<file path="src/rtl/spi_reg_ctrl_if.sv">
// Bus bundle between a register-access requester and spi_reg_ctrl, including
// the frame-engine side (fs/fd handshake) and a debug view of the sequencer state.
//
// Handshake rules:
//   request : a request transfers on a rising clk edge where req_valid & req_ready
//             are both high; req_ready is high only while the sequencer is idle, so
//             a held req_valid waits (no queueing) and its fields are don't-care
//             after the transfer edge.
//   response: rsp_valid is a one-cycle pulse with no back-pressure; rsp_rdata and
//             rsp_stat hold their values until the next pulse.
//   engine  : spi_fs is raised to start a frame and held with spi_txd stable until
//             spi_fd is seen high; spi_fs then drops and is not raised again until
//             spi_fd has been seen low.
interface spi_reg_ctrl_if;
  logic        req_valid;
  logic        req_ready;
  logic        req_rw;
  logic [6:0]  req_addr;
  logic [7:0]  req_wdata;
  logic        rsp_valid;
  logic [7:0]  rsp_rdata;
  logic [7:0]  rsp_stat;
  logic        busy;
  logic        spi_fs;
  logic        spi_fd;
  logic [15:0] spi_txd;
  logic [15:0] spi_rxd;
  logic [2:0]  dbg_state;

  modport slave (
    input  req_valid, req_rw, req_addr, req_wdata, spi_fd, spi_rxd,
    output req_ready, rsp_valid, rsp_rdata, rsp_stat, busy, spi_fs, spi_txd, dbg_state
  );

  modport master (
    output req_valid, req_rw, req_addr, req_wdata, spi_fd, spi_rxd,
    input  req_ready, rsp_valid, rsp_rdata, rsp_stat, busy, spi_fs, spi_txd, dbg_state
  );
endinterface

</file>
<file path="src/rtl/spi_reg_ctrl.sv">
// Register-access sequencer in front of the 16-bit SPI frame engine.
// A write is one frame {0, addr, wdata}; a read is a command frame {1, addr, 8'h00}
// followed by a NOP frame whose low byte returns the read data. The status byte is
// the upper byte received during the command frame.
module spi_reg_ctrl #(
  parameter int unsigned GAP_CYC  = 8,
  parameter logic [15:0] NOP_WORD = 16'h0000
) (
  input  logic          clk,
  input  logic          rst,
  spi_reg_ctrl_if.slave bus
);

  // A zero gap would let spi_fs re-assert back-to-back, so it is stretched to one cycle.
  localparam int unsigned GAP_EFF  = (GAP_CYC == 0) ? 1 : GAP_CYC;
  localparam logic [7:0]  GAP_LAST = 8'(GAP_EFF - 1);

  typedef enum logic [2:0] {
    S_IDLE = 3'd0,
    S_CMD  = 3'd1,
    S_CREL = 3'd2,
    S_GAP1 = 3'd3,
    S_NOP  = 3'd4,
    S_NREL = 3'd5,
    S_GAP2 = 3'd6,
    S_DONE = 3'd7
  } state_e;

  state_e      state_q,     state_d;
  logic [7:0]  gap_cnt_q,   gap_cnt_d;
  logic        rw_q,        rw_d;
  logic        spi_fs_q,    spi_fs_d;
  logic [15:0] spi_txd_q,   spi_txd_d;
  logic [7:0]  stat_buf_q,  stat_buf_d;
  logic [7:0]  rdata_buf_q, rdata_buf_d;
  logic        rsp_valid_q, rsp_valid_d;
  logic [7:0]  rsp_rdata_q, rsp_rdata_d;
  logic [7:0]  rsp_stat_q,  rsp_stat_d;

  // Next-state and datapath: frames are captured into buffers and only published on
  // the DONE entry, so the response outputs stay stable between rsp_valid pulses.
  always_comb begin
    state_d     = state_q;
    gap_cnt_d   = gap_cnt_q;
    rw_d        = rw_q;
    spi_txd_d   = spi_txd_q;
    stat_buf_d  = stat_buf_q;
    rdata_buf_d = rdata_buf_q;
    rsp_rdata_d = rsp_rdata_q;
    rsp_stat_d  = rsp_stat_q;

    case (state_q)
      S_IDLE: begin
        if (bus.req_valid) begin
          rw_d      = bus.req_rw;
          spi_txd_d = {bus.req_rw, bus.req_addr, bus.req_rw ? 8'h00 : bus.req_wdata};
          state_d   = S_CMD;
        end
      end
      S_CMD: begin
        if (bus.spi_fd) begin
          stat_buf_d = bus.spi_rxd[15:8];
          state_d    = S_CREL;
        end
      end
      S_CREL: begin
        if (!bus.spi_fd) state_d = S_GAP1;
      end
      S_GAP1: begin
        if (gap_cnt_q == GAP_LAST) begin
          if (rw_q) begin
            spi_txd_d = NOP_WORD;
            state_d   = S_NOP;
          end else begin
            state_d   = S_DONE;
          end
        end
      end
      S_NOP: begin
        if (bus.spi_fd) begin
          rdata_buf_d = bus.spi_rxd[7:0];
          state_d     = S_NREL;
        end
      end
      S_NREL: begin
        if (!bus.spi_fd) state_d = S_GAP2;
      end
      S_GAP2: begin
        if (gap_cnt_q == GAP_LAST) state_d = S_DONE;
      end
      S_DONE: begin
        state_d = S_IDLE;
      end
      default: begin
        state_d = S_IDLE;
      end
    endcase

    // Gap counter restarts on every state change and only advances in the gap states.
    if (state_d != state_q) begin
      gap_cnt_d = 8'h00;
    end else if (state_q == S_GAP1 || state_q == S_GAP2) begin
      gap_cnt_d = gap_cnt_q + 8'd1;
    end

    // fs rises the cycle after CMD/NOP entry and drops the cycle after fd is seen.
    spi_fs_d = (state_q == S_CMD || state_q == S_NOP) && !bus.spi_fd;

    rsp_valid_d = (state_d == S_DONE);
    if (state_d == S_DONE) begin
      rsp_stat_d  = stat_buf_q;
      rsp_rdata_d = rw_q ? rdata_buf_q : 8'h00;
    end
  end

  // State and output registers with asynchronous reset.
  always_ff @(posedge clk or posedge rst) begin
    if (rst) begin
      state_q     <= S_IDLE;
      gap_cnt_q   <= 8'h00;
      rw_q        <= 1'b0;
      spi_fs_q    <= 1'b0;
      spi_txd_q   <= 16'h0000;
      stat_buf_q  <= 8'h00;
      rdata_buf_q <= 8'h00;
      rsp_valid_q <= 1'b0;
      rsp_rdata_q <= 8'h00;
      rsp_stat_q  <= 8'h00;
    end else begin
      state_q     <= state_d;
      gap_cnt_q   <= gap_cnt_d;
      rw_q        <= rw_d;
      spi_fs_q    <= spi_fs_d;
      spi_txd_q   <= spi_txd_d;
      stat_buf_q  <= stat_buf_d;
      rdata_buf_q <= rdata_buf_d;
      rsp_valid_q <= rsp_valid_d;
      rsp_rdata_q <= rsp_rdata_d;
      rsp_stat_q  <= rsp_stat_d;
    end
  end

  assign bus.req_ready = (state_q == S_IDLE);
  assign bus.busy      = (state_q != S_IDLE);
  assign bus.spi_fs    = spi_fs_q;
  assign bus.spi_txd   = spi_txd_q;
  assign bus.rsp_valid = rsp_valid_q;
  assign bus.rsp_rdata = rsp_rdata_q;
  assign bus.rsp_stat  = rsp_stat_q;
  assign bus.dbg_state = state_q;

endmodule

</file>
<file path="src/flat_wrapper.sv">
// flat-port wrapper written by rule: the top's interface ports become plain ports
module spi_reg_ctrl_flat 
#(
  parameter int unsigned GAP_CYC  = 8,
  parameter logic [15:0] NOP_WORD = 16'h0000
)
  (clk, rst, bus_req_valid, bus_req_rw, bus_req_addr, bus_req_wdata, bus_spi_fd, bus_spi_rxd, bus_req_ready, bus_rsp_valid, bus_rsp_rdata, bus_rsp_stat, bus_busy, bus_spi_fs, bus_spi_txd, bus_dbg_state);
  spi_reg_ctrl_if bus_i ();
  input  logic clk;
  input  logic rst;
  input wire logic [$bits(bus_i.req_valid)-1:0] bus_req_valid;
  input wire logic [$bits(bus_i.req_rw)-1:0] bus_req_rw;
  input wire logic [$bits(bus_i.req_addr)-1:0] bus_req_addr;
  input wire logic [$bits(bus_i.req_wdata)-1:0] bus_req_wdata;
  input wire logic [$bits(bus_i.spi_fd)-1:0] bus_spi_fd;
  input wire logic [$bits(bus_i.spi_rxd)-1:0] bus_spi_rxd;
  output wire logic [$bits(bus_i.req_ready)-1:0] bus_req_ready;
  output wire logic [$bits(bus_i.rsp_valid)-1:0] bus_rsp_valid;
  output wire logic [$bits(bus_i.rsp_rdata)-1:0] bus_rsp_rdata;
  output wire logic [$bits(bus_i.rsp_stat)-1:0] bus_rsp_stat;
  output wire logic [$bits(bus_i.busy)-1:0] bus_busy;
  output wire logic [$bits(bus_i.spi_fs)-1:0] bus_spi_fs;
  output wire logic [$bits(bus_i.spi_txd)-1:0] bus_spi_txd;
  output wire logic [$bits(bus_i.dbg_state)-1:0] bus_dbg_state;
  assign bus_i.req_valid = bus_req_valid;
  assign bus_i.req_rw = bus_req_rw;
  assign bus_i.req_addr = bus_req_addr;
  assign bus_i.req_wdata = bus_req_wdata;
  assign bus_i.spi_fd = bus_spi_fd;
  assign bus_i.spi_rxd = bus_spi_rxd;
  assign bus_req_ready = bus_i.req_ready;
  assign bus_rsp_valid = bus_i.rsp_valid;
  assign bus_rsp_rdata = bus_i.rsp_rdata;
  assign bus_rsp_stat = bus_i.rsp_stat;
  assign bus_busy = bus_i.busy;
  assign bus_spi_fs = bus_i.spi_fs;
  assign bus_spi_txd = bus_i.spi_txd;
  assign bus_dbg_state = bus_i.dbg_state;
  spi_reg_ctrl #(.GAP_CYC(GAP_CYC), .NOP_WORD(NOP_WORD)) u_core (.clk(clk), .rst(rst), .bus(bus_i));
endmodule
</file>
<file path="config.mk">
export PLATFORM = sky130hd
export DESIGN_NAME = spi_reg_ctrl_flat
export DESIGN_NICKNAME = d
export VERILOG_FILES = /design/src/rtl/spi_reg_ctrl_if.sv /design/src/rtl/spi_reg_ctrl.sv /design/src/flat_wrapper.sv
export SDC_FILE = /design/constraint.sdc
export NUM_CORES = 1
export LEC_CHECK = 0
export BUFFER_PORTS_ARGS = -buffer_cell sky130_fd_sc_hd__buf_2
export CELL_PAD_IN_SITES_DETAIL_PLACEMENT = 1
export CELL_PAD_IN_SITES_GLOBAL_PLACEMENT = 1
export CORE_MARGIN = 2
export CORE_UTILIZATION = 43
export DETAILED_ROUTE_END_ITERATION = 8
export GPL_TIMING_DRIVEN = 0
export PLACE_DENSITY_LB_ADDON = 0.08
export SETUP_SLACK_MARGIN = 0.5
export SLEW_MARGIN = 10
export SYNTH_ARGS = -nofsm -noshare
export SYNTH_HDL_FRONTEND = slang
export SYNTH_SLANG_ARGS = --single-unit
</file>
<file path="constraint.sdc">
create_clock -name clk -period 3.7 [get_ports clk]
set_clock_uncertainty 0.2 [all_clocks]
set_input_delay 0.185 -clock clk [delete_from_list [all_inputs] [get_ports clk]]
set_output_delay 0.185 -clock clk [all_outputs]
set_load 0.05 [all_outputs]
</file>
[After elaboration in Yosys (flattened, before gate mapping)]
Index checks and enable logic that the tools add are counted.
Word-level totals
  register bits: 62
  bits of input ports: 36
Cells by class
  mux-type cells: 17
  reductions and logical operators: 12
  equal/unequal tests: 13
  add/subtract/negate cells: 1
Operator list (count)
  $mux 16: 3
  $mux 8: 4
  $pmux 16 s2: 1
  $pmux 3 s8: 1
  $mux 3: 7
  $eq 3x3->1 const B: 5
  $add 8x1->8 const B: 1
  $eq 8x3->1 const B: 1
  $eq 3x2->1 const B: 2
  $reduce_and 2->1: 3
  $ne 2x1->1 const B: 2
  $reduce_and 4->1: 1
  $reduce_bool 2->1: 2
  $eq 3x1->1 const B: 1
  $logic_not 3->1: 1
  $ne 3x3->1: 1
  $reduce_bool 3->1: 1
  $logic_or 1x1->1: 2
  $mux 2: 1
  $ne 2x2->1 const B: 1
  $logic_and 1x1->1: 1
  $logic_not 1->1: 1

[Depth between registers and ports, before layout]
  word-level depth: 5
  depth in mapped cells: 7

[Least setup slack after synthesis]
Ideal clock, no wire load.
  kind: register to register
  start: reg u_core.state_q[0] (netlist: u_core.bus.dbg_state[0])
  end: reg u_core.spi_txd_q[10] (netlist: u_core.bus.spi_txd[10])
  cell stages (with the launch flop): 7
  data arrival time: 2.766 ns
  setup time: 0.121 ns
  slack: 0.613 ns
  period minus slack after synthesis: 3.087 ns
  path through: dfrtp_1 buf_2 nor3_1 and2_1 a31oi_1 clkbuf_1 a22o_1
On the way
  longest elaborated chain between the ends: 3
Ends and longest elaborated chain
  from (decl): RTL line spi_reg_ctrl.sv:29  | state_e state_q, state_d;
  from (signal assigned): RTL line spi_reg_ctrl.sv:130  | state_q <= state_d;
  $logic_not 3->1 (*)
  via bus_req_ready: RTL line flat_wrapper.sv:17  | output wire logic [$bits(bus_i.req_ready)-1:0] bus_req_ready;
  $ne 2x2->1 (no line) / $reduce_bool 2->1 (equally long branches)
  $reduce_and 4->1 (no line)
  to (signal assigned): RTL line spi_reg_ctrl.sv:134  | spi_txd_q <= spi_txd_d;
  to (decl): RTL line spi_reg_ctrl.sv:33  | logic [15:0] spi_txd_q, spi_txd_d;
The timed path passes the listed nets; every way through them passes the cells marked *.
A chain may end at the register's enable or synchronous reset.

[Final worst setup path]
  start: reg u_core.gap_cnt_q[0]
  end: reg u_core.rsp_stat_q[7] (netlist: u_core.bus.rsp_stat[7])
On the way
  longest elaborated chain between the ends: 4
Ends and longest elaborated chain
  from (decl): RTL line spi_reg_ctrl.sv:30  | logic [7:0] gap_cnt_q, gap_cnt_d;
  from (signal assigned): RTL line spi_reg_ctrl.sv:131  | gap_cnt_q <= gap_cnt_d;
  $eq 8x3->1 (*): RTL line spi_reg_ctrl.sv:70, spi_reg_ctrl.sv:89
  $mux 3, on equally long branches: RTL line spi_reg_ctrl.sv:89, spi_reg_ctrl.sv:70
  $pmux 3 s8 (*): RTL line spi_reg_ctrl.sv:52  | case (state_q)
  $eq 3x3->1 (*): RTL line spi_reg_ctrl.sv:110  | if (state_d == S_DONE) begin
  to (signal assigned): RTL line spi_reg_ctrl.sv:139  | rsp_stat_q <= rsp_stat_d;
  to (decl): RTL line spi_reg_ctrl.sv:38  | logic [7:0] rsp_stat_q, rsp_stat_d;
Mark *: on every way between the ends. The rest lies on a longest branch, timed or not.

==> metrics <==
CP required 3.73 ns; I/O pin count 75; RSZ-0062 raised after global routing false; PwrDens 787.7 mW/mm^2; Net Sw Frac 43.36%; Post-Syn Instances 229; f_max 0.3901 GHz; via count 2129; clk root buf clkbuf_8; total track usage 21.43%; CP Cell Sequence ha_1 > nand4bb_1 > nor3_1 > o2bb2ai_1 > o21ai_4 > buf_6 > mux2_4; Row Count 28; Startpoint Class flop; drt total wl 6682 um; clock power share 22.6%; Final period util 69.29%; Post-DP HPWL 4314 um; grt total ovfl 0; Setup Viol. Count Final 0; hold_buf cts 34; synthesis-stage register bit count 62; Area after DPL 0.003137 sq mm; Port Buffer Count 73; Sum Neg Setup Slack 0 ns; pre-CTS setup slack 1.126 ns; P_int 1.647 mW; NetSw 1.261 mW; Core ar. 0.005956 sq mm; post-synth net total 266; Synth Warn # 0; CTS resizes 0; Leak 1.917 nW; ratio of cells with drive above 1 in the final layout 34.66%; TritonCTS clock tree built; Max Transition Viols Final 0; final net count 384; Worst VDD drop 0.4572 mV; drt first-iter violations 91; post-synth design cell area 0.002675 sq mm; WP data arrival 2.59 ns; initial antenna violation count 0; CTS H-tree lvls 3; antenna viol nets, final 0; Setup CP Type reg -> reg; Fin Hold WS 0.2298 ns; sequential-to-total area share from yosys stat 58.00%; DRC viols 0; CTS Buffer Depth 2; max incr delay on CP 0.39 ns; Detailed Routing Iterations Pass 1 4; vias per cell 4.986; Clk Latency, worst-skew pair 0.34 ns; met3 wire length 331 um; area growth from synthesis to layout 38.03%; largest net degree at the start of global routing 63; Final Cell Area 0.003692 sq mm; fin worst setup slack 1.136 ns; commonest cells after routing, fill and taps aside 76 x buf_2, 62 x dfrtp_1, 34 x dlygate4sd3_1; cell family with most CP delay simple AND/OR/NAND/NOR gates; first-pass GRT wire length 11870 um; post-layout minimum cycle time 2.564 ns; M1 WL 2892 um; most common cell after layout, fill and taps aside buf_2; maxcap violations 0; CTS buffer count 9; n_diodes 0; HP Class in -> reg; Worst-path clk slew 0.07 ns; post-synth cell types 35; Seq pwr share 34.7%; routed wl met2 3381 um; Sink Count 62; Final Wtd Congestion 0.7678; width of the die 82.88 um; DIE HEIGHT 82.88 um; syn avg cell area 11.68 sq um; worst-path maximum fanout 10; vias in the first global route 2460; top sig layer met4; Worst Max-Slew Pin Slew 0.7479 ns; WL/cell 15.65 um; hold violation count in the final report 0; endpoint type of the worst setup path flop; post-CTS setup buffers 0; Final Core Density 62.00%; status finished, final reports clean; Initial Utilization 44.92%; Slew headroom 50.14%; die area 0.006868 sq mm; Comb pwr share 42.7%; CP max stage cell dfrtp_1; Bufs and invs on worst path 1
area by class of cell:
type,count,area [sq um]
timing repair buffer,107,705.7
tap,75,93.84
clock buffer,12,145.1
inverter,13,51.30
fill,645,2263
clock inverter,4,70.07
multi-input combinational,143,1022
sequential,62,1551
buffer,11,52.55
synth_stat cells (all sizes together):
master / n / area, sq um
and2: 2 / 12.51
mux2: 24 / 274.0
buf: 5 / 30.02
or2: 1 / 6.260
xnor2: 3 / 26.28
a31oi: 1 / 6.260
nand2: 33 / 123.9
nand3b: 2 / 15.01
o31a: 1 / 8.760
clkbuf: 6 / 22.52
inv: 13 / 48.80
nand4bb: 1 / 11.26
o211a: 1 / 10.01
o21ai: 16 / 102.6
a22o: 8 / 70.07
mux2i: 9 / 90.09
nand4: 2 / 12.51
ha: 1 / 12.51
or3: 2 / 22.52
nor2: 12 / 45.04
o311ai: 1 / 8.760
nor3: 4 / 25.02
and3: 2 / 12.51
nor4bb: 1 / 10.01
nor3b: 2 / 15.01
o2bb2ai: 1 / 8.760
xor2: 6 / 52.55
nor2b: 4 / 25.02
nand3: 3 / 15.01
dfrtp: 62 / 1551
through the flow:
| step | power, mW | std cells |
|---|---|---|
| after global routing | 3.078 | 427 |
| after global placement | 2.192 | 377 |
| after floorplan | 1.930 | 229 |
| after detailed placement | 2.232 | 377 |
| after CTS | 2.922 | 427 |
| final | 2.909 | 427 |
worst min-delay path, delay by kind of cell:
family	cells	cell delay, ns
simple gates	1	0.14
compound gates	2	0.32
buf+inv	1	0.09
state kept, by name, indices dropped and copies added, names as in the netlist:
name                  count
u_core.rdata_buf_q        8
u_core.rw_q               1
u_core.gap_cnt_q          8
u_core.stat_buf_q         8
u_core.bus.rsp_stat       8
u_core.bus.rsp_rdata      8
u_core.bus.rsp_valid      1
u_core.bus.spi_txd       16
u_core.bus.spi_fs         1
u_core.bus.dbg_state      3
cells by family after synthesis:
family	synth area share [%]
simple gates	13.14
flops	58.00
mux	13.61
compound gates	8.045
buf+inv	3.788
xor+xnor	2.947
fa+ha+maj	0.4677
metal layers:
metal / track usage (%) / up-vias
li1: - / 1009
met5: 0 / -
met3: 6.958 / 10
met4: 5.514 / 0
met1: 25.70 / 1056
met2: 37.17 / 54
power by group through the flow:
stage | registers, mW | clock network (mW) | logic [mW]
2_1_floorplan | 1.50 | 0 | 0.432
3_3_place_gp | 1.01 | 0 | 1.19
3_5_place_dp | 1.02 | 0 | 1.22
4_1_cts | 1.01 | 0.666 | 1.25
5_1_grt | 1.04 | 0.708 | 1.33
6_report | 1.01 | 0.658 | 1.24
worst paths after layout:
kind / depth (start not counted) / slack (ns) / start / endpoint
max: 7 / 1.14 / u_core.gap_cnt_q[0]$_DFFE_PP0P_ / u_core.bus.rsp_stat[7]$_DFFE_PP0P_
min: 4 / 0.23 / bus_req_valid / u_core.bus.spi_txd[12]$_DFFE_PP0P_
max reg2reg: 7 / 1.14 / u_core.gap_cnt_q[0]$_DFFE_PP0P_ / u_core.bus.rsp_stat[7]$_DFFE_PP0P_
min reg2reg: 1 / 0.30 / u_core.bus.spi_txd[11]$_DFFE_PP0P_ / u_core.bus.spi_txd[11]$_DFFE_PP0P_
max in group asynchronous: 3 / 2.47 / rst / u_core.gap_cnt_q[6]$_DFFE_PP0P_
min in group asynchronous: 3 / 0.34 / rst / u_core.stat_buf_q[2]$_DFFE_PP0P_
No activity file was read; power rests on OpenSTA's default activity.
